[config.mk]
export PLATFORM = sky130hd
export DESIGN_NAME = adc_sample_framer
export DESIGN_NICKNAME = d
export VERILOG_FILES = /design/src/rtl/adc_sample_framer.sv
export SDC_FILE = /design/constraint.sdc
export NUM_CORES = 1
export LEC_CHECK = 0
export ABC_CLOCK_PERIOD_IN_PS = 4500
export CORE_ASPECT_RATIO = 0.7
export CORE_MARGIN = 2
export CORE_UTILIZATION = 60
export DETAILED_ROUTE_END_ITERATION = 12
export PLACE_DENSITY_LB_ADDON = 0.2
export SYNTH_ARGS = -nofsm -noshare
export SYNTH_HDL_FRONTEND = slang
export SYNTH_SLANG_ARGS = --single-unit
[constraint.sdc]
create_clock -name clk -period 4.5 [get_ports clk]
set_input_delay 0.675 -clock clk [delete_from_list [all_inputs] [get_ports clk]]
set_output_delay 0.675 -clock clk [all_outputs]
set_load 0.01 [all_outputs]
[src/rtl/adc_sample_framer.sv]
// Packs tagged 12-bit ADC conversions into 16-bit words, queues them in a FIFO and
// presents the head word to the SPI slave, popping it only after the carrying cs cycle ends.
module adc_sample_framer #(
  parameter int          DEPTH     = 16,
  parameter logic [15:0] IDLE_WORD = 16'hFFFF
) (
  input  logic                     clk,
  input  logic                     rst_n,
  input  logic                     sample_valid,
  input  logic [11:0]              sample_data,
  input  logic [1:0]               sample_ch,
  input  logic                     cs,
  output logic [15:0]              word_out,
  output logic                     word_is_data,
  output logic [$clog2(DEPTH):0]   fifo_count,
  output logic                     overflow_sticky
);

  localparam int AW = $clog2(DEPTH);
  localparam int CW = AW + 1;

  typedef enum logic {S_IDLE, S_BUSY} state_t;

  function automatic logic [15:0] f_pack(input logic [1:0] ch, input logic ovf,
                                         input logic [11:0] data);
    return {ch, ovf, 1'b0, data};
  endfunction

  logic [15:0]   r_mem [DEPTH];
  logic [AW-1:0] r_wr_ptr, r_rd_ptr;
  logic [CW-1:0] r_count;
  logic          r_ovf_sticky;
  logic [15:0]   r_word_out;
  logic          r_word_is_data;
  logic          r_cs_meta, r_cs_sync, r_cs_prev;
  state_t        r_state, w_state_nxt;

  logic w_fall, w_rise, w_load, w_pop, w_push, w_drop, w_full, w_empty;

  // cs synchronizer and edge detection
  always_ff @(posedge clk or negedge rst_n) begin
    if (!rst_n) begin
      r_cs_meta <= 1'b1;
      r_cs_sync <= 1'b1;
      r_cs_prev <= 1'b1;
    end else begin
      r_cs_meta <= cs;
      r_cs_sync <= r_cs_meta;
      r_cs_prev <= r_cs_sync;
    end
  end

  assign w_fall  = r_cs_prev & ~r_cs_sync;
  assign w_rise  = ~r_cs_prev & r_cs_sync;
  assign w_full  = (r_count == CW'(DEPTH));
  assign w_empty = (r_count == '0);

  always_ff @(posedge clk or negedge rst_n) begin
    if (!rst_n) r_state <= S_IDLE;
    else        r_state <= w_state_nxt;
  end

  // IDLE tracks the FIFO head; BUSY freezes the word while the SPI slave shifts it out
  always_comb begin
    w_state_nxt = r_state;
    w_load      = 1'b0;
    w_pop       = 1'b0;
    case (r_state)
      S_IDLE: begin
        w_load = 1'b1;
        if (w_fall) w_state_nxt = S_BUSY;
      end
      S_BUSY: begin
        if (w_rise) begin
          w_state_nxt = S_IDLE;
          w_pop       = r_word_is_data;
        end
      end
      default: w_state_nxt = S_IDLE;
    endcase
  end

  // A full FIFO still accepts when the head is leaving in the same cycle
  assign w_push = sample_valid & (~w_full | w_pop);
  assign w_drop = sample_valid & ~w_push;

  always_ff @(posedge clk) begin
    if (w_push) r_mem[r_wr_ptr] <= f_pack(sample_ch, r_ovf_sticky | w_drop, sample_data);
  end

  always_ff @(posedge clk or negedge rst_n) begin
    if (!rst_n) begin
      r_wr_ptr     <= '0;
      r_rd_ptr     <= '0;
      r_count      <= '0;
      r_ovf_sticky <= 1'b0;
    end else begin
      if (w_push) r_wr_ptr <= r_wr_ptr + AW'(1);
      if (w_pop)  r_rd_ptr <= r_rd_ptr + AW'(1);
      case ({w_push, w_pop})
        2'b10:   r_count <= r_count + CW'(1);
        2'b01:   r_count <= r_count - CW'(1);
        default: r_count <= r_count;
      endcase
      if (w_push)      r_ovf_sticky <= 1'b0;
      else if (w_drop) r_ovf_sticky <= 1'b1;
    end
  end

  always_ff @(posedge clk or negedge rst_n) begin
    if (!rst_n) begin
      r_word_out     <= IDLE_WORD;
      r_word_is_data <= 1'b0;
    end else if (w_load) begin
      r_word_out     <= w_empty ? IDLE_WORD : r_mem[r_rd_ptr];
      r_word_is_data <= ~w_empty;
    end
  end

  assign word_out        = r_word_out;
  assign word_is_data    = r_word_is_data;
  assign fifo_count      = r_count;
  assign overflow_sticky = r_ovf_sticky;

endmodule

Word level (Yosys, flattened, before mapping)
Memory sizes are Yosys's and may differ from the RTL's.
Index checks and enable logic that the tools add are counted.

word-level totals
  register bits after elaboration = 35
  RAM bits = 240
  bits of input ports = 18
  output and inout bits = 23
  logic and storage cells = 44
  memories kept = 1

cells by class
  add/subtract/negate cells = 4
  equality and inequality tests = 3
  mux-type cells = 11
  bitwise logic cells = 12
  reductions and logical operators = 3

memories
  memory  depth  bits a word  read ports  clocked after memory_dff  write ports  RTL line  text
  r_mem   16     15           1           0                         1            29        logic [15:0] r_mem [DEPTH];

operators with widths
  kind                 number
  $mux 16              1
  $pmux 5 s2           1
  $add 4x1->4 const B  2
  $mux 1               8
  $not 1->1            6
  $add 5x1->5 const B  1
  $eq 5x5->1 const B   1
  $logic_not 5->1      1
  $sub 5x1->5 const B  1
  $and 1x1->1          4
  $reduce_bool 2->1    2
  $eq 2x1->1 const B   1
  $eq 2x2->1 const B   1
  $or 1x1->1           2
  $pmux 1 s2           1

Longest topological paths before layout
  depth after elaboration = 10
  depth in mapped cells = 12
  gate-level depth less buffers = 10

Worst setup path after synthesis
OpenSTA, ideal clock, no wires.

  path kind = register to register
  from = register r_cs_sync
  to = memory r_mem[3][0] (netlist bit), enable pin
  arrival time = 2.363 ns
  data required time = 4.094 ns
  slack = 1.731 ns
  cell stages (with the launch flop) = 7
  period minus slack after synthesis = 2.769 ns
  path through = dfstp_2 -> clkinv_1 -> nor3_2 -> o21a_1 -> buf_2 -> nand2_1 -> nor3_1

between the ends
  word-level cells in the longest chain between the ends = 7

ends and longest elaborated chain
  element                       RTL line  text
  start: declaration            35        logic r_cs_meta, r_cs_sync, r_cs_prev;
  start signal: assignment      48        r_cs_sync <= r_cs_meta;
  $and 1x1->1                   54        assign w_rise = ~r_cs_prev & r_cs_sync;
  $mux 1                        74        if (w_rise) begin
  $mux 1                        68        case (r_state)
  $or 1x1->1                    84        assign w_push = sample_valid & (~w_full | w_pop);
  $and 1x1->1                   84
  $mux 1                        88        if (w_push) r_mem[r_wr_ptr] <= f_pack(sample_ch, r_ovf_sticky | w_drop, sample_data);
  $mux 1 (implied by the code)  88
  end: declaration              29

No other way between the ends.

Worst setup path in the final report
  from = register r_cs_sync
  to = memory r_mem[1][3] (netlist bit), enable pin

Same word-level chain as after synthesis.

==> impl_metrics.csv <==
group,metric,value,unit
synth,synth_top_area_cell,"edfxtp_1",
global_route,antenna_found_initial,0,
sta,post-route-min-period,2820,ps
die,dieArea,19300,sq um
drt,highest_layer,"met4",
die,rows,41,
sta,setup_viol,0,
die,core,17900,sq um
critical_path,cp-start-kind,"flop",
place,place.gp.congestion,0.792,
place,portBuffers,40,
synth,ys.flop_type,"edfxtp_1",
drt,dr_wl_met3,1830,microns
synth,postSynth.asyncResetShare,12.7,%
synth,yosysMostFrequentCell,"edfxtp_1",
synth,avgSynthCellArea,18.7,sq um
drt,wl_per_cell,25.5,microns
power,p_comb_share,26.9,%
drt,dr.first_iter.drc_count,672,
global_route,grt_max_degree,62,
sta,fin_tns_setup,0,ps
synth,ys_warn_count,0,
critical_path,crit_fanout,15,
drt,wl_met1,10200,microns
final_layout,drive_gt1_share,19.9,%
drt,drc,0,
power,clkPwrFrac,27.5,%
drt,drt-total-wl,22800,microns
clock_tree,postCtsSetupRepairBufs,0,
critical_path,worstPathRequired,4630,ps
power,p_int,5.47,mW
synth,synthDistinctLibCells,52,
clock_tree,cts_tree,"done",
min_path,min_path_type,"in2async",
critical_path,critPathKind,"reg2reg",
drt,dr.pass1.iters,5,
clock_tree,clock_latency,520,ps
clock_tree,cts_resized,0,
die,die_h,117,microns
sta,worst_pin_slew,1190,ps
clock_tree,path_clk_slew,60,ps
synth,ys_seq_area_share,74.5,%
synth,yosys-top-cells-count,"edfxtp_1 (240), mux2i_1 (73), mux4_2 (31)",
final_layout,layout.nets,666,
die,pin_count,41,
power,ir_worst_vdd,0.360,mV
clock_tree,cts_buffers,25,
sta,slew_headroom,20.6,%
drt,routed-via-count,5576,
die,die_w,165,microns
global_route,grt-ovfl-total,0,
drt,ant_nets,0,
drt,viasPerCell,6.24,
synth,synth-edff-count,240,
synth,synth_area_leaders,"edfxtp_1 (66%), mux2i_1 (6.7%), mux4_2 (6.4%), dfstp_2 (4.6%), dfrtp_1 (3.7%)",
sta,fmax,354,MHz
global_route,grt_usage,24.9,%
final_layout,syn_to_final_growth,14.1,%
clock_tree,htreeDepth,1,
sta,final-hold-violation-count,0,
power,swShare,30.5,%
synth,synth_area,10900,sq um
critical_path,rrSetupSlack,1680,ps
clock_tree,cts_hold_repair.buffers,0,
run,maxCapViolations,0,
sta,fin_worst_skew,6.91,ps
drt,route.met2.wl,10200,microns
synth,synth_nets,609,
sta,holdWs,243,ps
synth,ys_seq_elements,275,
clock_tree,cts_buffer_depth,3,
status,status,"complete, no violations",
synth,syn_inst,582,
sta,rsz0062_at_grt,"false",
critical_path,critPathArrivalTime,2960,ps
clock_tree,clock-sinks,275,
power,p_leak,4.25,nW
die,initial_core_util,60.8,%
power,power_switching,2.40,mW
sta,fin_crit_sh,62.7,%
global_route,grt_pass1_wl,34100,microns
power,power_density,634,nW/um^2
critical_path,end_kind,"flop",
synth,synth_top_area_share,66.2,%
place,hpwl,14100,microns
power,p_seq_share,45.6,%
final_layout,insertedDiodeCount,0,
sta,slew_viol_final,0,
clock_tree,clockRootBuffer,"clkbuf_16",
global_route,grt_pass1_vias,5463,
[worst paths after layout]
check                                          from                         to  cells past startpoint
worst min register to register  r_cs_meta$_DFF_PN1_        r_cs_sync$_DFF_PN1_                      0
worst min-delay path                          rst_n  fifo_count[2]$_DFFE_PN0P_                      1
worst max-delay path            r_cs_sync$_DFF_PN1_      r_mem[1][3]$_DFFE_PP_                      5
worst max register to register  r_cs_sync$_DFF_PN1_      r_mem[1][3]$_DFFE_PP_                      5
min in group clk                r_cs_meta$_DFF_PN1_        r_cs_sync$_DFF_PN1_                      0
max in group asynchronous                     rst_n    r_rd_ptr[1]$_DFFE_PN0N_                      1
[kinds of logic (layout without fill, tap and decap cells)]
group | count (synthesis) | after routing | share of synthesized area [%]
AO/OA/AOI/OAI | 72 | 72 | 4.86
multiplexers | 107 | 107 | 13.5
adder cells (fa/ha/maj) | 9 | 9 | 1.10
AND/OR/NAND/NOR | 64 | 64 | 3.07
flip-flops | 275 | 275 | 74.5
buffers and inverters | 45 | 120 | 2.21
XOR/XNOR | 10 | 10 | 0.804
[power by group through the flow]
stage	sequential, mW	combinational [mW]	clock, mW
final	3.59	2.12	2.16
after floorplan	3.40	1.54	0
after global routing	3.64	2.28	2.28
after global placement	3.62	2.07	0
after CTS	3.60	2.12	2.19
after detailed placement	3.64	2.10	0
[critical path, stage by stage (launching register included)]
cell and delay, ps:
dfstp_2 550, clkinv_1 100, nor3_2 290, o21a_1 390, nand2_1 180, nor3_2 910
[per-stage QoR]
step | total power, mW | setup WS, ps | utilization, % | cells | cell area, sq um
after CTS | 7.90 | 1670 | 69.4 | 893 | 12400
final | 7.87 | 1680 | 69.4 | 893 | 12400
after global routing | 8.21 | 1440 | 69.4 | 893 | 12400
after floorplan | 4.94 | 1730 | - | 582 | 10900
after global placement | 5.70 | 1330 | 64.7 | 848 | 11600
after detailed placement | 5.75 | 1290 | 64.7 | 848 | 11600
[layer usage]
metal  GRT usage, %  up-vias
li1               -     2430
met1           39.2     2878
met2           36.7      231
met3           4.51       37
met4           6.14        0
met5              0        -
[sequential cells by signal, summed over array words and instances, names as in the netlist]
signal	flops
r_state	1
word_is_data	1
r_cs_prev	1
word_out	16
r_wr_ptr	4
overflow_sticky	1
r_cs_sync	1
r_mem	240
r_cs_meta	1
r_rd_ptr	4
fifo_count	5
[placed cells by master (no fill, tap or decap), types with 7 or more instances in the layout]
cell type,instances
mux2i_1,73
dfrtp_1,14
buf_4,22
xnor2_1,10
a21oi_1,7
clkdlybuf4s50_1,39
a2bb2oi_1,11
a22oi_1,26
clkbuf_16,25
inv_1,11
nand2_1,14
ha_1,8
dfstp_2,19
nor2_1,26
a31oi_1,11
edfxtp_1,240
mux4_2,31
[area by class of cell]
class | count | area, sq um
fill | 1115 | 5490
clock inverter | 17 | 194
sequential | 275 | 8110
clock buffer | 28 | 647
tap | 236 | 295
multi-input combinational | 262 | 2560
inverter | 13 | 48.8
timing repair buffer | 62 | 561
No activity file was read; power rests on OpenSTA's default activity.
